<file path="src/rtl/uart_pkg.sv">
// Shared UART definitions: receiver FSM state encoding, default baud divisor,
// and the status-word constants used by both the receiver and the transmitter.
package uart_pkg;

  localparam int BAUD_DIV_DEFAULT = 217;

  localparam logic [15:0] EMPTY = 16'h8000;
  localparam logic [15:0] FERR  = 16'h4000;

  typedef logic [2:0] state_t;

  localparam state_t IDLE  = 3'd0;
  localparam state_t START = 3'd1;
  localparam state_t DATA  = 3'd2;
  localparam state_t STOP  = 3'd3;
  localparam state_t BREAK = 3'd4;

endpackage

</file>
<file path="src/rtl/sync2.sv">
// Generic two-flop synchroniser for asynchronous input pins; both stages reset
// to RST_VAL so an idle-high line reads as idle straight out of reset.
module sync2 #(
  parameter int           W       = 1,
  parameter logic [W-1:0] RST_VAL = '1
) (
  input  logic         clk,
  input  logic         rst_n,
  input  logic [W-1:0] d,
  output logic [W-1:0] q
);

  logic [W-1:0] meta_q, meta_d;
  logic [W-1:0] sync_q, sync_d;

  always_comb begin
    meta_d = d;
    sync_d = meta_q;
  end

  always_ff @(posedge clk) begin
    if (!rst_n) begin
      meta_q <= RST_VAL;
      sync_q <= RST_VAL;
    end else begin
      meta_q <= meta_d;
      sync_q <= sync_d;
    end
  end

  assign q = sync_q;

endmodule

</file>
<file path="src/rtl/uart_rx.sv">
// 8N1 UART receiver presenting a 16-bit CPU read word (bit 15 = empty).
// Build option UART_RX_FRAMING_ERR_EN: a bad stop bit commits 16'h4000 instead of the byte.
module uart_rx
  import uart_pkg::*;
#(
  parameter int BAUD_DIV = BAUD_DIV_DEFAULT
) (
  input  logic        clk,
  input  logic        CDONE,
  input  logic        RX,
  input  logic        clear,
  output logic [15:0] out
);

  localparam logic [15:0] BAUD_LAST = 16'(BAUD_DIV - 1);
  localparam logic [15:0] HALF_LAST = 16'(BAUD_DIV / 2 - 1);

  logic        rx_s;
  state_t      state_q, state_d;
  logic [15:0] cnt_q, cnt_d;
  logic [3:0]  idx_q, idx_d;
  logic [7:0]  sh_q, sh_d;
  logic [15:0] out_q, out_d;
  logic        commit;

  sync2 #(.W(1), .RST_VAL(1'b1)) u_sync_rx (
    .clk   (clk),
    .rst_n (CDONE),
    .d     (RX),
    .q     (rx_s)
  );

  always_comb begin
    state_d = state_q;
    cnt_d   = cnt_q;
    idx_d   = idx_q;
    sh_d    = sh_q;
    commit  = 1'b0;
    case (state_q)
      IDLE: begin
        cnt_d = '0;
        if (!rx_s) state_d = START;
      end
      START: begin
        if (cnt_q == HALF_LAST) begin
          cnt_d   = '0;
          idx_d   = '0;
          state_d = rx_s ? IDLE : DATA;
        end else begin
          cnt_d = cnt_q + 16'd1;
        end
      end
      DATA: begin
        if (cnt_q == BAUD_LAST) begin
          sh_d  = {rx_s, sh_q[7:1]};
          idx_d = idx_q + 4'd1;
          cnt_d = '0;
          if (idx_q == 4'd7) state_d = STOP;
        end else begin
          cnt_d = cnt_q + 16'd1;
        end
      end
      STOP: begin
        if (cnt_q == BAUD_LAST) begin
          commit  = 1'b1;
          cnt_d   = '0;
          state_d = rx_s ? IDLE : BREAK;
        end else begin
          cnt_d = cnt_q + 16'd1;
        end
      end
      BREAK: begin
        // A line held low after the frame must return high before a new start is seen.
        cnt_d = '0;
        if (rx_s) state_d = IDLE;
      end
      default: begin
        cnt_d   = '0;
        state_d = IDLE;
      end
    endcase
  end

  always_comb begin
    out_d = out_q;
    if (commit) begin
`ifdef UART_RX_FRAMING_ERR_EN
      out_d = rx_s ? {8'h00, sh_q} : FERR;
`else
      out_d = {8'h00, sh_q};
`endif
    end else if (clear) begin
      out_d = EMPTY;
    end
  end

  always_ff @(posedge clk) begin
    if (!CDONE) begin
      state_q <= IDLE;
      cnt_q   <= '0;
      idx_q   <= '0;
      sh_q    <= '0;
      out_q   <= EMPTY;
    end else begin
      state_q <= state_d;
      cnt_q   <= cnt_d;
      idx_q   <= idx_d;
      sh_q    <= sh_d;
      out_q   <= out_d;
    end
  end

  assign out = out_q;

endmodule

</file>
<file path="config.mk">
export PLATFORM = sky130hd
export DESIGN_NAME = uart_rx
export DESIGN_NICKNAME = d
export VERILOG_FILES = /design/src/rtl/uart_pkg.sv /design/src/rtl/sync2.sv /design/src/rtl/uart_rx.sv
export SDC_FILE = /design/constraint.sdc
export NUM_CORES = 1
export LEC_CHECK = 0
export ABC_AREA = 1
export CAP_MARGIN = 20
export CORE_MARGIN = 1.5
export CORE_UTILIZATION = 53
export DETAILED_ROUTE_END_ITERATION = 12
export HOLD_SLACK_MARGIN = 0.1
export MAX_ROUTING_LAYER = met4
export PLACE_DENSITY = 0.8
export SYNTH_ARGS = -nofsm -noshare
export SYNTH_HDL_FRONTEND = slang
export SYNTH_HIERARCHICAL = 1
export SYNTH_SLANG_ARGS = --single-unit
</file>
<file path="constraint.sdc">
create_clock -name clk -period 1.7 [get_ports clk]
set_input_delay 0.255 -clock clk [delete_from_list [all_inputs] [get_ports clk]]
set_output_delay 0.255 -clock clk [all_outputs]
set_load 0.05 [all_outputs]
</file>
# Yosys cells after proc, flatten, opt, wreduce, memory -nomap -nowiden
# Index checks and enable logic that the tools add are counted.
# op_classes
addsub,2
eq_ne,13
n_mux,19
n_reduce_logical,7
# ops
op,count
$mux W16,4
$pmux W16 S2,1
$mux W3,7
$add A16 B1 Y16 const B,1
$eq A16 B7 Y1 const B,1
$eq A16 B8 Y1 const B,1
$pmux W3 S5,1
$ne A2 B2 Y1 const B,5
$mux W4,2
$pmux W4 S2,1
$eq A3 B2 Y1 const B,2
$reduce_and A6 Y1,1
$add A4 B1 Y4 const B,1
$eq A4 B3 Y1 const B,1
$reduce_bool A2 Y1,2
$eq A3 B1 Y1 const B,1
$eq A3 B3 Y1 const B,1
$logic_not A3 Y1,1
$reduce_and A3 Y1,1
$mux W1,2
$mux W2,1
$ne A2 B1 Y1 const B,1
$reduce_and A2 Y1,1
$reduce_or A2 Y1,1
# word_totals
regBits,42
input_bits,4
output_inout_bits,16
word_cells,48

# Logic depth before layout (Yosys ltp)
# Gate-level depths: netlist of run 1.
# logic_depth
ltp_word,4
mapped_depth,10
ltp_nobuf,10

# Modules after synthesis
# Netlist of run 1, hierarchy kept.
# modules_own_cells
mod,n_inst,cells_each,area_per_inst_um2,seq_area_each_um2
uart_rx,1,267,1931.9,800.8
sync2,1,6,55.1,40.0

# Worst setup path after synthesis of run 1
# OpenSTA, ideal clock, no wires.
# synth_timing
kind,reg2reg
from,reg cnt_q[0]
to,reg cnt_q[12]
setup_ns,0.073
t_arrival_ns,1.314
slack_ns,0.313
path_stages_with_launch,10
path_buffers,0
synth_period_minus_slack_ns,1.387
path_cell_list,dfxtp_1 ha_1 nand3_1 nor2_1 nand2_1 nor2_1 nand2_1 nand2_1 inv_1 nor3_2
# synth_between
elab_chain_len,3
elab_cells_between_ends,6
# synth_lines
element,line_no,source
"start, declared",uart_rx.sv:20,"logic [15:0] cnt_q, cnt_d;"
"start signal, assigned",uart_rx.sv:106,cnt_q <= cnt_d;
$add A16 B1 Y16 (tied with other cells),"uart_rx.sv:50, uart_rx.sv:60, uart_rx.sv:69",
"$mux W16, on equally long branches","uart_rx.sv:54, uart_rx.sv:64, uart_rx.sv:45",
$pmux W16 S2 *,uart_rx.sv:39,case (state_q)
# Every way passes the cells marked *; elsewhere a longest branch is shown, timed or not.
# A chain may end at the register's enable or synchronous reset.

# Worst setup path after layout of run 1
# layout_timing
from,reg cnt_q[0]
to,reg out_q[4] (netlist: out[4])
# layout_between
elab_chain_len,4
elab_cells_between_ends,5
# layout_lines
element,line_no,source
$eq A16 B8 Y1 *,uart_rx.sv:64,if (cnt_q == BAUD_LAST) begin
$mux W1 *,uart_rx.sv:64,
$mux W1 *,uart_rx.sv:39,
$mux W16 / $reduce_bool A2 Y1 (equally long branches),n/a,
"end signal, assigned",uart_rx.sv:109,out_q <= out_d;
"end, declared",uart_rx.sv:23,"logic [15:0] out_q, out_d;"
# Marked as above.

==> run summary, run 1 <==
CTS sink cnt - 42
Worst vdd ir - 0.000771 V
Row count - 22
Fin area - 0.00221 mm^2
Gr ovfl total - 0
Mean area per synthesized cell - 7.28 um^2
Initial antenna violation count - 0
Ys flop type - dfxtp_1
Outcome - finished clean
P_sw - 0.000708 W
Drt pass-1 iters - 4
Final Skew - 0.00781 ns
Footprint of the multi-input gates - 982 um^2
Die Span Y - 64.2 um
MaxCap Viol Count - 0
Final slew viol count - 0
Final hold viol count - 0
Via count - 1632
Hold buffers post-CTS - 0
CTS tree - yes
Sequential Power Share - 0.490
Nets - 297
Total core area - 0.00363 mm^2
Filler cell count - 339
CP max FO - 10
Static leakage - 0.868 nW
Largest net degree at the start of global routing - 18
Final min period - 1.53 ns
WP data required - 1.89 ns
Int Power - 0.00152 W
Total CTS buffers - 5
CTS root buf - clkbuf_8
GR Util All Layers - 0.192
Tcrit/Tclk final - 0.897
DR WL/cell - 9.89 um
Worst hold path class - register to register
Drt via density - 4.81
Longest Clk Path Bufs - 2
Syn-to-layout area delta - 11.1%
Async SR Flop Fraction - 0
Clock Latency Late Sink - 0.30 ns
Number of diodes - 0
Setup tns final - 0 ns
Sequential fraction of the synthesis area - 0.423
Final setup vio count - 0
Top post-synthesis cells by area - dfxtp_1 (42%), nand2_1 (11%), nor2_1 (8.5%)
RSZ-0062 raised after global routing - no
Pwr dens - 1010 mW/mm^2
Post CTS Setup Buffer Count - 0
Worst EP arrival - 1.72 ns
Area post-placement - 0.00211 mm^2
Post-DRT Antenna Nets - 0
Register Area - 841 um^2
Total routed wirelength - 3350 um
Post-place setup slack - 0.0871 ns
Logic pwr share - 0.209
Layout cells sized above 1 - 0.148
Routability congestion estimate - 0.888
Final setup margin - 0.175 ns
Mapped Area - 0.00199 mm^2
Yosys warns - 6
Post-DP HPWL - 2480 um
Clock transition at path regs - 0.08 ns
Die area - 0.00413 mm^2
Initial core utilization - 0.547
Top cells by count, synth - nand2_1 (56), nor2_1 (45), dfxtp_1 (42)
Number of synthesized register bits - 42
Type of the worst setup path - register to register
Largest area contributor in the netlist - dfxtp_1
Vias in the first global route - 1493
Drc violations - 0
FMAX - 656 MHz
Switching power share of the total - 0.319
Post-Syn Instances - 273
Area share of the largest cell type after synthesis - 0.423
Die W - 64.2 um
First DRT Iteration DRCs - 97
Hold Crit Depth - 2
Ports - 20
H-tree levels - 2
Top-count cell post-synth - nand2_1
First-pass GRT wire length - 6110 um
Synth cell types - 26
Clock Power Share - 0.301
CP Launch Type - register
EDFF count, synth - 0
R2R depth - 9
Worst setup EP type - register
I/O Buffers - 12
==> cells in the final DEF, fill, tap and decap left out, types with 2 or more instances in the layout <==
cell type and n:
a21oi_1 19, buf_4 11, clkbuf_8 6, clkdlybuf4s50_1 3, conb_1 7, dfxtp_1 42
ha_1 3, inv_1 27, inv_2 4, nand2_1 56, nand2_2 5, nand2_4 2
nand3_1 23, nand4_1 3, nor2_1 43, nor2_2 5, nor2_4 3, nor3_1 9
nor3_2 2, o21ai_0 3, xor2_1 8
==> power groups by stage <==
stage / Clock, W / Sequential, W / Combinational, W
2_1_floorplan: 0 / 0.00110 / 0.000411
3_3_place_gp: 0 / 0.00111 / 0.000455
3_5_place_dp: 0 / 0.00111 / 0.000466
4_1_cts: 0.000689 / 0.00109 / 0.000467
5_1_grt: 0.000727 / 0.00110 / 0.000543
6_report: 0.000669 / 0.00109 / 0.000464
==> area by class of cell <==
class                   instances  share of cell area
repair buffers                 14              0.0510
clock buffers                   6              0.0374
inverters                      31              0.0527
flip-flops and latches         42               0.381
clock inverters                 2             0.00567
well taps                      48              0.0272
multi-input cells             196               0.445
==> final timing paths <==
check | from | endpoint | slack [ns]
worst max-delay path | cnt_q[0] | out[4] | 0.17
worst min-delay path | u_sync_rx/meta_q | u_sync_rx/q | 0.42
worst max register to register | cnt_q[0] | out[4] | 0.17
worst min register to register | u_sync_rx/meta_q | u_sync_rx/q | 0.42
==> worst max-delay path, stage by stage (launching register included) <==
cell and delay (ns):
dfxtp_1 0.34, inv_1 0.07, ha_1 0.15, nand3_1 0.11, nor2_4 0.16, nand2_2 0.09
nor2_4 0.22, inv_2 0.13, nand3_1 0.10, a21oi_1 0.06
==> flip-flops by register name, indices dropped and copies added, names as in the netlist <==
name and cells:
u_sync_rx/meta_q 1, out 9, cnt_q 16, u_sync_rx/q 1, state_q 3, sh_q 8
idx_q 4
==> cells by family after synthesis <==
kind of cell,Yosys count,share of synthesized area
AOI/OAI and AO/OA,22,0.0554
xor gates and xnor gates,9,0.0397
adders and majority gates,3,0.0189
buffers and inverters,41,0.0963
DFF,42,0.423
other,1,0.00189
and+or+nand+nor,155,0.365
==> metal layers <==
metal / vias up / track usage / routed length (um)
met1: 727 / 0.233 / 1710
met2: 19 / 0.310 / 1490
met3: 8 / 0.0423 / 94
met4: 0 / 0.0798 / 59
li1: 878 / - / -
met5: - / - / 0
==> per-stage QoR <==
step / util / hold slack [ns] / instances / power, W
after floorplan: - / 0.324 / 279 / 0.00151
after global placement: 0.580 / 0.383 / 331 / 0.00157
after detailed placement: 0.580 / 0.416 / 331 / 0.00158
after CTS: 0.606 / 0.435 / 339 / 0.00225
after global routing: 0.607 / 0.465 / 339 / 0.00237
final: 0.607 / 0.423 / 339 / 0.00222
==> what timing repair did <==
item,in CTS,in global routing
hold endpoints to repair,0,0
endpoints found under the setup margin,0,2
gates resized for setup,0,2
Power figures use the tool's default switching activity.
==> inputs of run 2 (changes only) <==
--- a/config.mk
+++ b/config.mk
@@ -9,11 +9,11 @@
 export CAP_MARGIN = 20
 export CORE_MARGIN = 1.5
 export CORE_UTILIZATION = 53
+export CTS_CLUSTER_SIZE = 12
 export DETAILED_ROUTE_END_ITERATION = 12
 export HOLD_SLACK_MARGIN = 0.1
 export MAX_ROUTING_LAYER = met4
-export PLACE_DENSITY = 0.8
+export PLACE_DENSITY = 0.75
 export SYNTH_ARGS = -nofsm -noshare
 export SYNTH_HDL_FRONTEND = slang
-export SYNTH_HIERARCHICAL = 1
 export SYNTH_SLANG_ARGS = --single-unit
==> run 2 against run 1 <==
  * Sequential share of layout area grew 0.15 points
  * Clock skew grew 0.0035 ns
  * Hold slack gained 0.0083 ns
  * Combinational power grew 37%
  * Total power grew 9.2%
  * Synthesized cell count shrank 4.0%
  * Utilization grew 3.1 points
  * Synthesized area shrank 1.8%
  * Cell count shrank 3.2%
  * Critical path type unchanged
  * Largest cell class unchanged
  * Highest routed layer unchanged
==> run summary, run 2 <==
Number of synthesized register bits - 42 (unchanged)
Register Area - 841 um^2 (unchanged)
Post-Syn Instances - 262 (-4.0%)
CTS tree - yes
CP Launch Type - register
Final min period - 1.55 ns (+0.0204 ns)
Drt pass-1 iters - 4 (unchanged)
Worst hold path class - register to register
Area post-placement - 0.00209 mm^2 (-1.0%)
Crit path launch - cnt_q[0]
Fin area - 0.00220 mm^2 (-0.40%)
Synth cell types - 31 (+19%)
H-tree levels - 2 (unchanged)
Worst setup EP type - register
CTS root buf - clkbuf_8
Layout cells sized above 1 - 0.138 (-0.00947)
Final setup vio count - 0 (unchanged)
Top-count cell post-synth - nand2_1
Worst reg-to-reg setup slack - 0.15 ns (-0.02 ns)
Post-place setup slack - 0.106 ns (+0.0185 ns)
Vias in the first global route - 1445 (-3.2%)
Largest net degree at the start of global routing - 17 (-1)
Worst reg2reg endpoint - cnt_q[9]
Largest area contributor in the netlist - dfxtp_1
Total CTS buffers - 5 (unchanged)
Most common cell after layout, fill and taps aside - nand2_1
Commonest cells after routing, fill and taps aside - nand2_1 (56), nor2_1 (44), dfxtp_1 (42)
Syn-to-layout area delta - 12.7%
Clock transition at path regs - 0.08 ns (about the same)
Top post-synthesis cells by area - dfxtp_1 (43%), nand2_1 (11%), nor2_1 (8.9%)
Sequential fraction of the synthesis area - 0.431 (+0.00787)
Mean area per synthesized cell - 7.45 um^2 (+2.3%)
GR Util All Layers - 0.200 (+0.00763)
Ys flop type - dfxtp_1
EDFF count, synth - 0 (unchanged)
Setup tns final - 0 ns (unchanged)
DR WL/cell - 10.5 um (+6.4%)
First-pass GRT wire length - 6170 um (+0.90%)
WP data required - 1.87 ns (-0.02 ns)
Number of diodes - 0 (unchanged)
Hold buffers post-CTS - 0 (unchanged)
Static leakage - 0.843 nW (-2.8%)
Reg2reg start - cnt_q[0]
Filler cell count - 328 (-3.2%)
Worst-Margin Slew - 0.495 ns
Type of the worst setup path - register to register
Die W - 63.7 um (-0.88%)
Initial core utilization - 0.567 (+0.0199)
Drt via density - 4.88 (+1.3%)
Row count - 21 (-4.5%)
FMAX - 647 MHz (-1.3%)
Post-DP HPWL - 2530 um (+2.0%)
Die Span Y - 63.7 um (-0.88%)
I/O Buffers - 12 (unchanged)
Final hold viol count - 0 (unchanged)
Tcrit/Tclk final - 0.909 (+0.0120)
Drc violations - 0 (unchanged)
Via count - 1600 (-2.0%)
Gr ovfl total - 0 (unchanged)
CTS sink cnt - 42 (unchanged)
Worst vdd ir - 0.000563 V (-27%)
Pwr dens - 1100 mW/mm^2 (+9.6%)
Post CTS Setup Buffer Count - 0 (unchanged)
Slew margin rel. - 0.668
Footprint of the multi-input gates - 978 um^2 (-0.38%)
CP max FO - 16 (+6)
Largest register FFs - 16 (unchanged)
Yosys warns - 0 (-6)
Clock Latency Late Sink - 0.30 ns (about the same)
Post-DRT Antenna Nets - 0 (unchanged)
Total core area - 0.00344 mm^2 (-5.3%)
Async SR Flop Fraction - 0 (unchanged)
Worst EP arrival - 1.72 ns (about the same)
Most flops, register - cnt_q
Top cells by count, synth - nand2_1 (56), nor2_1 (46), dfxtp_1 (42)
Die area - 0.00405 mm^2 (-1.8%)
Hold slack - 0.432 ns (+0.00834 ns)
CP endpoint - cnt_q[9]
Area share of the largest cell type after synthesis - 0.431 (+0.00787)
Total power - 0.00243 W (+9.2%)
First DRT Iteration DRCs - 118 (+22%)
Ports - 20 (unchanged)
Routability congestion estimate - 0.897 (+1.0%)
Final Skew - 0.0113 ns (+0.00347 ns)
MaxCap Viol Count - 0 (unchanged)
Mapped Area - 0.00195 mm^2 (-1.8%)
Total routed wirelength - 3450 um (+3.0%)
Final slew viol count - 0 (unchanged)
Initial antenna violation count - 0 (unchanged)
Outcome - finished clean
R2R depth - 9 (unchanged)
Longest Clk Path Bufs - 2 (unchanged)
Nets - 288 (-3.0%)
Final setup margin - 0.154 ns (-0.0204 ns)
==> run 2: cell count changes in the layout (fill, tap and decap cells not counted), sizes merged, moves of 2 or more <==
cell,before,now
buf,11,13
xnor2,1,3
nor2,51,48
nand2,63,59
xor2,8,10
inv,31,24
or2,1,3
nor3,11,6
==> run 2: how the worst min path moves through the flow <==
stage                      from          endpoint  slack, ns  depth (start not counted)
6_report       u_sync_rx.meta_q       u_sync_rx.q       0.43                          1
5_1_grt        u_sync_rx.meta_q       u_sync_rx.q       0.44                          1
4_1_cts        u_sync_rx.meta_q       u_sync_rx.q       0.44                          1
3_5_place_dp   u_sync_rx.meta_q       u_sync_rx.q       0.41                          1
3_3_place_gp   u_sync_rx.meta_q       u_sync_rx.q       0.40                          1
2_1_floorplan                RX  u_sync_rx.meta_q       0.36                          1
==> run 2: cell families after synthesis <==
group | synth area share
buf+inv | 0.0859
compound gates | 0.0641
xor+xnor | 0.0584
fa+ha+maj | 0.0192
simple gates | 0.339
flops | 0.431
other cells | 0.00192
==> run 2: cell type report <==
| type | count | area share |
|---|---|---|
| multi-input cells | 191 | 0.445 |
| flip-flops and latches | 42 | 0.382 |
| repair buffers | 16 | 0.0581 |
| inverters | 25 | 0.0433 |
| clock buffers | 6 | 0.0376 |
| well taps | 46 | 0.0262 |
| clock inverters | 2 | 0.00740 |
==> run 2: power by group <==
part,internal (W),switching [W]
clock network,0.000334,0.000345
logic,0.000205,0.000430
registers,0.00105,0.0000668
==> run 2: critical path: stages (launching register included) <==
cell      delay, ns
dfxtp_1        0.34
inv_1          0.07
ha_1           0.14
nand3_1        0.12
nor2_4         0.18
nand2_1        0.07
nand2_1        0.10
nand2_1        0.10
o211ai_4       0.22
nor2_1         0.09
==> run 2: repair_timing <==
item / CTS / global route
resized for setup: 0 / 3
endpoints found under the hold margin: 0 / 0
endpoints found under the setup margin: 0 / 15
==> run 2: layer usage <==
metal / up-vias / share of wire / track usage / wire [um]
li1: 852 / - / - / -
met1: 718 / 0.51 / 0.261 / 1750
met2: 28 / 0.44 / 0.286 / 1520
met3: 2 / 0.048 / 0.0714 / 167
met4: 0 / 0.0061 / 0.0707 / 21
met5: - / 0 / - / 0
==> run 2: per-stage QoR <==
step,cells,util
after global routing,328,0.639
after floorplan,268,-
final,328,0.639
after detailed placement,320,0.606
after CTS,328,0.635
after global placement,320,0.606
==> inputs of run 3 (changes only) <==
--- a/config.mk
+++ b/config.mk
@@ -11,6 +11,7 @@
 export CORE_UTILIZATION = 53
 export CTS_CLUSTER_SIZE = 12
 export DETAILED_ROUTE_END_ITERATION = 12
+export GPL_ROUTABILITY_DRIVEN = 0
 export HOLD_SLACK_MARGIN = 0.1
 export MAX_ROUTING_LAYER = met4
 export PLACE_DENSITY = 0.75
==> results of run 3 <==
The final DEF is identical to that of run 2; final timing and power are the same.
